## config.mk

```make
export PLATFORM = sky130hd
export DESIGN_NAME = dmem_arbiter
export DESIGN_NICKNAME = d
export VERILOG_FILES = /design/src/rtl/dmem_arbiter.sv
export SDC_FILE = /design/constraint.sdc
export NUM_CORES = 1
export LEC_CHECK = 0
export ABC_AREA = 1
export CAP_MARGIN = 10
export CORE_AREA = 2 2 169 171
export CTS_BUF_LIST = sky130_fd_sc_hd__clkbuf_8
export CTS_CLUSTER_DIAMETER = 30
export CTS_CLUSTER_SIZE = 14
export DETAILED_ROUTE_END_ITERATION = 6
export DIE_AREA = 0 0 171 173
export PLACE_DENSITY_LB_ADDON = 0.3
export REMOVE_ABC_BUFFERS = 1
export SYNTH_ARGS = -nofsm -noshare
export SYNTH_HDL_FRONTEND = slang
export SYNTH_SLANG_ARGS = --single-unit
export TNS_END_PERCENT = 10
```

## constraint.sdc

```tcl
create_clock -name clk -period 17.95 [get_ports clk]
set_clock_uncertainty 0.15 [all_clocks]
set_input_delay 3.59 -clock clk [delete_from_list [all_inputs] [get_ports clk]]
set_output_delay 3.59 -clock clk [all_outputs]
set_load 0.1 [all_outputs]
```

## src/rtl/dmem_arbiter.sv

```systemverilog
// dmem_arbiter: two-requester round-robin arbiter in front of a single
// line-wide data memory. One transaction is in flight at a time; the winner's
// command is latched on grant so the losing requester cannot disturb it.
// Optional feature: define DMEM_ARB_TIMEOUT_EN to abort an access that waits
// TIMEOUT_CYCLES cycles for mem_rdy (reported on err_0/err_1).
module dmem_arbiter #(
  parameter int TIMEOUT_CYCLES = 64
) (
  input  logic        clk,
  input  logic        rst,
  input  logic        re_0,
  input  logic        we_0,
  input  logic [10:0] addr_0,
  input  logic [63:0] wdata_0,
  input  logic        re_1,
  input  logic        we_1,
  input  logic [10:0] addr_1,
  input  logic [63:0] wdata_1,
  output logic        grant_0,
  output logic        grant_1,
  output logic        done_0,
  output logic        done_1,
  output logic [63:0] rdata_0,
  output logic [63:0] rdata_1,
  output logic        err_0,
  output logic        err_1,
  output logic [10:0] mem_addr,
  output logic [63:0] mem_wdata,
  output logic        mem_re,
  output logic        mem_we,
  input  logic [63:0] mem_rdata,
  input  logic        mem_rdy
);

  typedef enum logic [1:0] {
    S_IDLE   = 2'd0,
    S_ACCESS = 2'd1,
    S_DONE   = 2'd2
  } state_t;

  // A zero timeout would make the abort counter meaningless.
  if (TIMEOUT_CYCLES < 1) begin : g_bad_timeout
    $error("dmem_arbiter: TIMEOUT_CYCLES must be at least 1");
  end

  state_t r_state;
  logic   r_rr;     // requester preferred on contention (0 = CPU0)
  logic   r_owner;  // requester owning the in-flight transaction

  logic        w_req_0;
  logic        w_req_1;
  logic        w_pick_1;
  logic        w_win_we;
  logic [10:0] w_win_addr;
  logic [63:0] w_win_wdata;

  // Arbitration: a lone requester wins outright, contention goes to r_rr.
  // re+we together counts as a write, so only we decides the op.
  assign w_req_0     = re_0 | we_0;
  assign w_req_1     = re_1 | we_1;
  assign w_pick_1    = w_req_1 & (~w_req_0 | r_rr);
  assign w_win_we    = w_pick_1 ? we_1    : we_0;
  assign w_win_addr  = w_pick_1 ? addr_1  : addr_0;
  assign w_win_wdata = w_pick_1 ? wdata_1 : wdata_0;

`ifdef DMEM_ARB_TIMEOUT_EN
  localparam int CNT_W = (TIMEOUT_CYCLES > 1) ? $clog2(TIMEOUT_CYCLES) : 1;
  localparam logic [CNT_W-1:0] CNT_LAST = CNT_W'(TIMEOUT_CYCLES - 1);
  logic [CNT_W-1:0] r_cnt;  // ACCESS cycles already spent without mem_rdy
`else
  assign err_0 = 1'b0;
  assign err_1 = 1'b0;
`endif

  // Arbiter FSM with all outputs registered in the same process.
  always_ff @(posedge clk or posedge rst) begin
    if (rst) begin
      r_state   <= S_IDLE;
      r_rr      <= 1'b0;
      r_owner   <= 1'b0;
      grant_0   <= 1'b0;
      grant_1   <= 1'b0;
      done_0    <= 1'b0;
      done_1    <= 1'b0;
      rdata_0   <= '0;
      rdata_1   <= '0;
      mem_addr  <= '0;
      mem_wdata <= '0;
      mem_re    <= 1'b0;
      mem_we    <= 1'b0;
`ifdef DMEM_ARB_TIMEOUT_EN
      err_0     <= 1'b0;
      err_1     <= 1'b0;
      r_cnt     <= '0;
`endif
    end else begin
      // NOTE: pulse outputs default low here and are overridden below; with
      // non-blocking assignments the last write in the block wins, so each
      // pulse lasts exactly one cycle without any extra clearing logic.
      done_0 <= 1'b0;
      done_1 <= 1'b0;
`ifdef DMEM_ARB_TIMEOUT_EN
      err_0  <= 1'b0;
      err_1  <= 1'b0;
`endif
      case (r_state)
        S_IDLE: begin
          if (w_req_0 || w_req_1) begin
            r_owner   <= w_pick_1;
            grant_0   <= ~w_pick_1;
            grant_1   <= w_pick_1;
            mem_addr  <= w_win_addr;
            mem_wdata <= w_win_wdata;
            mem_we    <= w_win_we;
            mem_re    <= ~w_win_we;
`ifdef DMEM_ARB_TIMEOUT_EN
            r_cnt     <= '0;
`endif
            r_state   <= S_ACCESS;
          end
        end
        S_ACCESS: begin
          if (mem_rdy) begin
            mem_re <= 1'b0;
            mem_we <= 1'b0;
            if (!mem_we) begin
              if (r_owner) rdata_1 <= mem_rdata;
              else         rdata_0 <= mem_rdata;
            end
            done_0  <= ~r_owner;
            done_1  <= r_owner;
            r_state <= S_DONE;
          end
`ifdef DMEM_ARB_TIMEOUT_EN
          else if (r_cnt == CNT_LAST) begin
            mem_re  <= 1'b0;
            mem_we  <= 1'b0;
            err_0   <= ~r_owner;
            err_1   <= r_owner;
            r_state <= S_DONE;
          end else begin
            r_cnt <= r_cnt + 1'b1;
          end
`endif
        end
        S_DONE: begin
          grant_0 <= 1'b0;
          grant_1 <= 1'b0;
          r_rr    <= ~r_owner;
          r_state <= S_IDLE;
        end
        default: r_state <= S_IDLE;
      endcase
    end
  end

endmodule

```

## Word level (Yosys, flattened, before mapping)

Cells that the tools add are included.

| word-level totals | value |
|---|---|
| register bits | 213 |
| bits in latches | 0 |
| bits in writable memories | 0 |
| bits in read-only memories | 0 |
| bits of input ports | 221 |
| output and inout port bits | 211 |
| word-level logic and storage cells | 55 |
| memories | 0 |

| operators by class | value |
|---|---|
| $add $sub $neg | 0 |
| multiply operators | 0 |
| div/mod/pow operators | 0 |
| $lt $le $gt $ge | 0 |
| eq/ne operators | 4 |
| shifts and indexed selects | 0 |
| mux-type cells | 19 |
| bitwise gates (word level) | 9 |
| reductions and logical operators | 10 |

Operator list:

| operator | count |
|---|---|
| $mux W64 | 1 |
| $mux W11 | 1 |
| $mux W1 | 10 |
| $pmux W1 S2 | 4 |
| $reduce_and A4 Y1 | 2 |
| $reduce_and A2 Y1 | 3 |
| $not A1 Y1 | 5 |
| $mux W2 | 2 |
| $ne A2 B2 Y1 const B | 2 |
| $pmux W2 S2 | 1 |
| $reduce_bool A2 Y1 | 2 |
| $or A1 B1 Y1 | 3 |
| $reduce_and A3 Y1 | 1 |
| $eq A2 B1 Y1 const B | 1 |
| $eq A2 B2 Y1 const B | 1 |
| $logic_not A2 Y1 | 1 |
| $and A1 B1 Y1 | 1 |
| $logic_or A1 B1 Y1 | 1 |

## Depth between registers and ports, before layout

Gate-level depths: netlist of run 1.

| logic depth | value |
|---|---|
| word-level depth | 8 |
| mapped depth | 8 |

## Least setup slack after synthesis of run 1

No wires, ideal clock.

| timing | value |
|---|---|
| path kind | reg-to-output |
| from | register mem_we |
| to | output port mem_we |
| data arrival time | 0.912 ns |
| slack | 13.298 ns |
| cell stages (with the launch flop) | 1 |
| cells stage by stage | dfrtp_1 |

RTL lines:

| element | RTL line | text |
|---|---|---|
| start: declaration | 30 | `output logic mem_we,` |
| start signal: assignment | 114 | `mem_we <= w_win_we;` |

No word-level cell between the ends.

## Worst setup path after layout of run 1

| timing | value |
|---|---|
| from | register rdata_1[18] |
| to | output port rdata_1[18] |

RTL lines:

| element | RTL line | text |
|---|---|---|
| start: declaration | 24 | `output logic [63:0] rdata_1,` |
| start signal: assignment | 127 | `if (r_owner) rdata_1 <= mem_rdata;` |

No word-level cell between the ends.

==> impl_metrics.toml, run 1 <==
[logic_synthesis]
synth_area_leader_cell = "dfrtp_1"
synth_top_area_share_pct = 58.3
yosysSeqAreaShare_pct = 58.3
synth_area_mm2 = 0.00914
yosysWarnings = 0
ys_async_sr_fraction_pct = 100
postSynthCellCount = 961
ys_types = 23
synth_edf_count = 0
ys_ff_latch = 213
synth_top_flop_cell = "dfrtp_1"
synthTopCellsByArea = "dfrtp_1 58%, nand2_1 9.1%, nand3_1 8.3%, nand4_1 5.0%, o21ai_1 4.7%"
syn_avg_cell_area_um2 = 9.51

[floorplanning]
die-area_mm2 = 0.0296
fp.dieH_um = 173
core_mm2 = 0.0276
start_util_pct = 33.1
fp-row-count = 61
io_pins = 432
die_width_um = 171

[placed_design]
place_congestion = 0.790
portBuffers = 429
detailed_place_hpwl_mm = 21.3
dpl.cell_count = 1699

[setup_path]
crit_path_max_incr_delay_ns = 1.18
cp_max_fo = 2
critPathKind = "reg2out"
path_buf_inv = 1
critPathLaunchType = "flip-flop"
worstPathRequired_ns = 14.21
crit_slowest_cell = "clkdlybuf4s50_1"
endpoint_kind = "output pin"
path_cells = "clkdlybuf4s50_1"
worst_ep_arrival_time_ns = 2.17
path_delay_family = "buffers and inverters"

[cts]
cts.sink_count = 213
htreeDepth = 2
cts-root-buf = "clkbuf_8"
numCtsBuffers = 51
clock_path_buffers = 3
cts_tree = "built"
cts_resized = 0
clk_pin_slew_ns = 0.06
insertion_delay_ns = 0.57
hold_buffers = 0
postCtsSetupRepairBufs = 0

[global_route]
grt_overflow = 0
grt_pass1_vias = 8790
grt_max_degree = 143
antenna_found_initial = 4
grt_usage_pct = 20.9
grt_pass1_wl_mm = 48.9

[cells_and_area]
final_cell_mix = "429 x clkdlybuf4s50_1, 221 x nand2_1, 213 x dfrtp_1"
fillers = 2523
drive_above_1_share_pct = 10.5
nets = 1595
fin_util_pct = 53.1
layout_commonest_cell = "clkdlybuf4s50_1"
syn_to_final_growth_pct = 60.6
stdcell_count = 1797

[sta]
setup_violations = 0
period_needed_ns = 5.91
final_max_slew_viol_count = 0
min_period_over_period_pct = 32.9
fmax_ghz = 0.169
worstMarginPinSlew_ns = 1.09
rsz0062_at_grt = "no"
hold_slack_ns = 0.327
slew_headroom_pct = 26.9
fin_setup_tns_ns = 0
finalHoldViolations = 0

[drt]
drt-total-wl_mm = 31.7
drt_iter0_markers = 583
drc = 0
first_pass_iters = 4
ant_nets = 0
wl_per_cell_um = 17.7
via_per_inst = 4.75
vias = 8544

[worst_hold_path]
hp-class = "reg2reg"

[job]
maxCapViolCount = 0

[outcome]
status = "complete, no violations"
## per-layer routing
metal | GRT usage [%] | vias up | share of wire [%]
met5 | 0 | - | 0.038
met3 | 10.8 | 61 | 13
met4 | 8.19 | 2 | 2.8
met2 | 33.6 | 383 | 47
met1 | 23.3 | 4030 | 38
li1 | - | 4068 | -
## path summary, 6_finish.rpt
kind | startpoint | end | slack (ns) | cells after the start
min in group asynchronous | rst | rdata_1[50] | 3.52 | 2
min reg2reg | rdata_0[24] | rdata_0[24] | 0.33 | 2
min | rdata_0[24] | rdata_0[24] | 0.33 | 2
max in group asynchronous | rst | rdata_1[47] | 12.56 | 3
max | rdata_1[18] | rdata_1[18] | 12.04 | 1
max reg2reg | r_state[1] | mem_addr[4] | 14.47 | 7
## metrics by stage
step                      setup WS, ns  area, µm²
after floorplan                   8.39       8600
after CTS                        11.95      14700
after global routing             11.96      14700
after global placement           11.66      13500
after detailed placement         11.67      13500
final                            12.04      14700
## kinds of logic (layout without fill, tap and decap cells)
group	count (synthesis)	after routing	share of synthesized area [%]
and+or+nand+nor	462	462	23.5
other	1	5	0.0410
buffers and inverters	153	607	8.99
AOI/OAI and AO/OA	132	132	9.10
DFF	213	213	58.3
## registers in the layout, summed over array words and instances (netlist names), 2 cells and up
signal,count
mem_addr,11
mem_wdata,64
r_state,2
rdata_0,64
rdata_1,64
## synth_stat cells, types with 3 or more instances
| cell | count |
|---|---|
| nand2_1 | 221 |
| buf_6 | 24 |
| clkbuf_1 | 11 |
| buf_4 | 7 |
| nand3_1 | 152 |
| buf_1 | 3 |
| nand4_1 | 73 |
| o21ai_2 | 44 |
| o21ai_1 | 85 |
| buf_2 | 33 |
| inv_1 | 74 |
| nor2_1 | 8 |
| dfrtp_1 | 213 |
## worst reg2reg max path: stages (launching register included)
cell	delay (ns)
dfrtp_1	0.44
nor2_4	0.12
buf_4	0.68
nand2_4	0.72
inv_2	0.23
buf_4	0.69
nand3_1	0.24
nand3_1	0.12
## final cells by class
| cell class | instances | area [µm²] | share of cell area (%) |
|---|---|---|---|
| tap | 378 | 473 | 3.22 |
| antenna | 3 | 7.51 | 0.0511 |
| timing repair buffer | 437 | 4350 | 29.7 |
| sequential | 213 | 5330 | 36.3 |
| clock inverter | 37 | 412 | 2.80 |
| clock buffer | 58 | 798 | 5.44 |
| inverter | 75 | 289 | 1.97 |
| multi-input combinational | 596 | 3010 | 20.5 |
Power of run 1 is not shown: default switching activity piles up to over one toggle a cycle in this logic, so the estimate is an artifact.
==> run 2, diff against run 1 <==
Settings changed: CORE_AREA 2 2 169 171 to 2 2 168 170, DIE_AREA 0 0 171 173 to 0 0 170 172.
Clock period 17.95 ns to 4.85 ns, I/O delays scaled along.
==> impl_metrics.toml, run 2 (same netlist as run 1, synthesis figures left out) <==
[setup_path]
crit_path_max_incr_delay_ns = 1.25
cp_max_fo = 2
worst_ep_arrival_time_ns = 2.13
worstPathRequired_ns = 3.73
critPathLaunchType = "flip-flop"
path_buf_inv = 1
critPathKind = "reg2out"
crit_slowest_cell = "clkdlybuf4s50_1"
worstSetupStartpoint = "rdata_1[42]"
path_cells = "clkdlybuf4s50_1"
endpoint_kind = "output pin"
r2r-start = "r_owner"
path_delay_family = "buffers and inverters"

[drt]
via_per_inst = 4.84
drt-total-wl_mm = 31.7
first_pass_iters = 4
drt_iter0_markers = 628
ant_nets = 0
wl_per_cell_um = 17.9
vias = 8574
drc = 0

[cts]
cts.sink_count = 213
numCtsBuffers = 51
insertion_delay_ns = 0.53
htreeDepth = 2
cts-root-buf = "clkbuf_8"
clock_path_buffers = 3
cts_tree = "built"
hold_buffers = 0
cts_resized = 0
postCtsSetupRepairBufs = 0
clk_pin_slew_ns = 0.06

[job]
maxCapViolCount = 0

[global_route]
grt_pass1_wl_mm = 47.5
antenna_found_initial = 6
grt_max_degree = 88
grt_usage_pct = 20.7
grt_overflow = 0
grt_pass1_vias = 8595

[cells_and_area]
nets = 1600
final_cell_mix = "429 x clkdlybuf4s50_1, 221 x nand2_1, 213 x dfrtp_1"
syn_to_final_growth_pct = 61.4
layout_commonest_cell = "clkdlybuf4s50_1"
reg_top3 = "mem_wdata x64, rdata_0 x64, rdata_1 x64"
drive_above_1_share_pct = 11.3

[sta]
fmax_ghz = 0.308
period_needed_ns = 3.25
min_period_over_period_pct = 66.9
setup_violations = 0
finalHoldViolations = 0
final_max_slew_viol_count = 0
worstMarginPinSlew_ns = 1.14
fin_setup_tns_ns = 0
hold_slack_ns = 0.328
slew_headroom_pct = 24.1
rsz0062_at_grt = "no"

[floorplanning]
die_width_um = 170
io_pins = 432
core_mm2 = 0.0275
start_util_pct = 33.3
fp.dieH_um = 172
die-area_mm2 = 0.0292
fp-row-count = 61

[outcome]
status = "complete, no violations"

[placed_design]
place_congestion = 0.799
portBuffers = 429
detailed_place_hpwl_mm = 21.6

[worst_hold_path]
min_from = "rdata_0[16]"
hp-class = "reg2reg"
-- run 2: layout make-up --
type | instances | area (µm²)
fill | 2471 | 12700
sequential | 213 | 5330
timing repair buffer | 442 | 4420
multi-input combinational | 596 | 3010
clock buffer | 60 | 826
tap | 346 | 433
clock inverter | 34 | 424
inverter | 75 | 289
antenna | 6 | 15.0
-- run 2: layer usage --
metal	up-vias	GRT usage, %	share of wire [%]
li1	4080	-	-
met3	59	10.3	13
met1	4053	23.4	37
met2	382	33.8	47
met4	0	8.06	2.8
met5	-	0	0
-- run 2: path summary, 6_finish.rpt --
path | cells after the start | to | slack (ns)
setup / recovery | 1 | rdata_1[42] | 1.60
hold reg to reg | 2 | rdata_0[16] | 0.33
hold / removal | 2 | rdata_0[16] | 0.33
setup reg to reg | 6 | rdata_0[26] | 2.36
min in group asynchronous | 2 | mem_wdata[9] | 0.76
max in group asynchronous | 3 | mem_wdata[39] | 2.84
-- run 2: through the flow --
step | std cells | utilization [%] | instance area, µm² | setup slack, ns
2_1_floorplan | 884 | - | 8600 | -2.09
3_3_place_gp | 1672 | 49.1 | 13500 | 1.41
3_5_place_dp | 1672 | 49.1 | 13500 | 1.36
4_1_cts | 1766 | 53.6 | 14700 | 1.53
5_1_grt | 1771 | 53.7 | 14700 | 1.50
6_report | 1772 | 53.7 | 14700 | 1.60
-- run 2: worst min-delay path: stages (launching register included) --
cell	delay [ns]
dfrtp_1	0.34
nand2_1	0.06
o21ai_2	0.05
Power of run 2 is left out for the same reason.
==> run 3, diff against run 2 <==
Clock period 4.85 ns to 2.7 ns, I/O delays scaled along.
==> impl_metrics.toml, run 3 (same netlist as run 1, synthesis figures left out) <==
[setup_path]
worst_ep_arrival_time_ns = 1.25
crit_slowest_cell = "dfrtp_1"
path_delay_family = "flip-flops"
worstPathRequired_ns = 2.01
crit_path_max_incr_delay_ns = 0.40
path_buf_inv = 1
endpoint_kind = "output pin"
path_cells = "buf_4"
rrSetupSlack_ns = 0.82
cp_max_fo = 2
critPathLaunchType = "flip-flop"
critPathKind = "reg2out"

[global_route]
grt_pass1_wl_mm = 47.0
grt_overflow = 0
grt_max_degree = 129
antenna_found_initial = 2
grt_pass1_vias = 8448
grt_usage_pct = 20.4

[drt]
wl_per_cell_um = 17.7
ant_nets = 0
drc = 0
vias = 8562
drt_iter0_markers = 603
via_per_inst = 4.85
first_pass_iters = 6
drt-total-wl_mm = 31.2

[sta]
slew_headroom_pct = 55.5
rsz0062_at_grt = "no"
worstMarginPinSlew_ns = 0.668
setup_violations = 0
final_max_slew_viol_count = 0
min_period_over_period_pct = 72.0
hold_slack_ns = 0.273
fmax_ghz = 0.514
finalHoldViolations = 0
period_needed_ns = 1.94

[cts]
cts_resized = 0
cts_tree = "built"
postCtsSetupRepairBufs = 0
htreeDepth = 2
cts-root-buf = "clkbuf_8"
hold_buffers = 0
clk_pin_slew_ns = 0.06
cts.sink_count = 213
numCtsBuffers = 48
insertion_delay_ns = 0.53
clock_path_buffers = 3

[cells_and_area]
reg_top3 = "mem_wdata x64, rdata_0 x64, rdata_1 x64"
stdcell_count = 1766
syn_to_final_growth_pct = 56.3
nets = 1600
layout_commonest_cell = "nand2_1"
final_cell_mix = "221 x nand2_1, 220 x clkdlybuf4s50_1, 213 x dfrtp_1, 213 x buf_4, 152 x nand3_1"
fillers = 2564
final_cell_area_mm2 = 0.0143
drive_above_1_share_pct = 25.5

[placed_design]
place_congestion = 0.813
detailed_place_hpwl_mm = 21.4
dpl.cell_count = 1675
placed_area_mm2 = 0.0131
portBuffers = 429

[floorplanning]
io_pins = 432
die-area_mm2 = 0.0292
start_util_pct = 33.3
fp.dieH_um = 172
fp-row-count = 61
die_width_um = 170
core_mm2 = 0.0275

[job]
maxCapViolCount = 0

[outcome]
status = "complete, no violations"

[worst_hold_path]
hp-class = "in2async"
-- run 3: per-stage QoR --
stage / worst slack, ns / utilization, % / setup TNS [ns]
floorplan: -3.81 / - / -967.65
global placement: 0.411 / 47.7 / 0
detailed placement: 0.379 / 47.7 / 0
CTS: 0.715 / 52.0 / 0
global route: 0.710 / 52.0 / 0
finish: 0.755 / 52.0 / 0
-- run 3: final timing paths --
path                              start            end  depth (start not counted)
hold / removal                      rst  mem_wdata[55]                          2
setup reg to reg             r_state[1]    mem_addr[3]                          6
max in group asynchronous           rst    rdata_1[41]                          3
setup / recovery           mem_wdata[8]   mem_wdata[8]                          1
hold reg to reg             rdata_0[30]    rdata_0[30]                          2
min in group clk            rdata_0[30]    rdata_0[30]                          2
-- run 3: routing by layer --
| metal | global-route usage, % | wire length (µm) | up-vias |
|---|---|---|---|
| met5 | 0 | 0 | - |
| met4 | 6.54 | 697 | 0 |
| met3 | 9.00 | 3570 | 53 |
| met2 | 33.4 | 14700 | 376 |
| met1 | 24.1 | 12300 | 4059 |
| li1 | - | - | 4074 |
-- run 3: layout make-up --
cell class	instances	area, µm²	area share [%]
flip-flops and latches	213	5330	37.3
repair buffers	445	4040	28.3
multi-input cells	596	3010	21.1
clock buffers	61	840	5.88
well taps	346	433	3.03
clock inverters	27	328	2.30
inverters	75	289	2.02
diodes	3	7.51	0.0526
Power of run 3 is left out for the same reason.
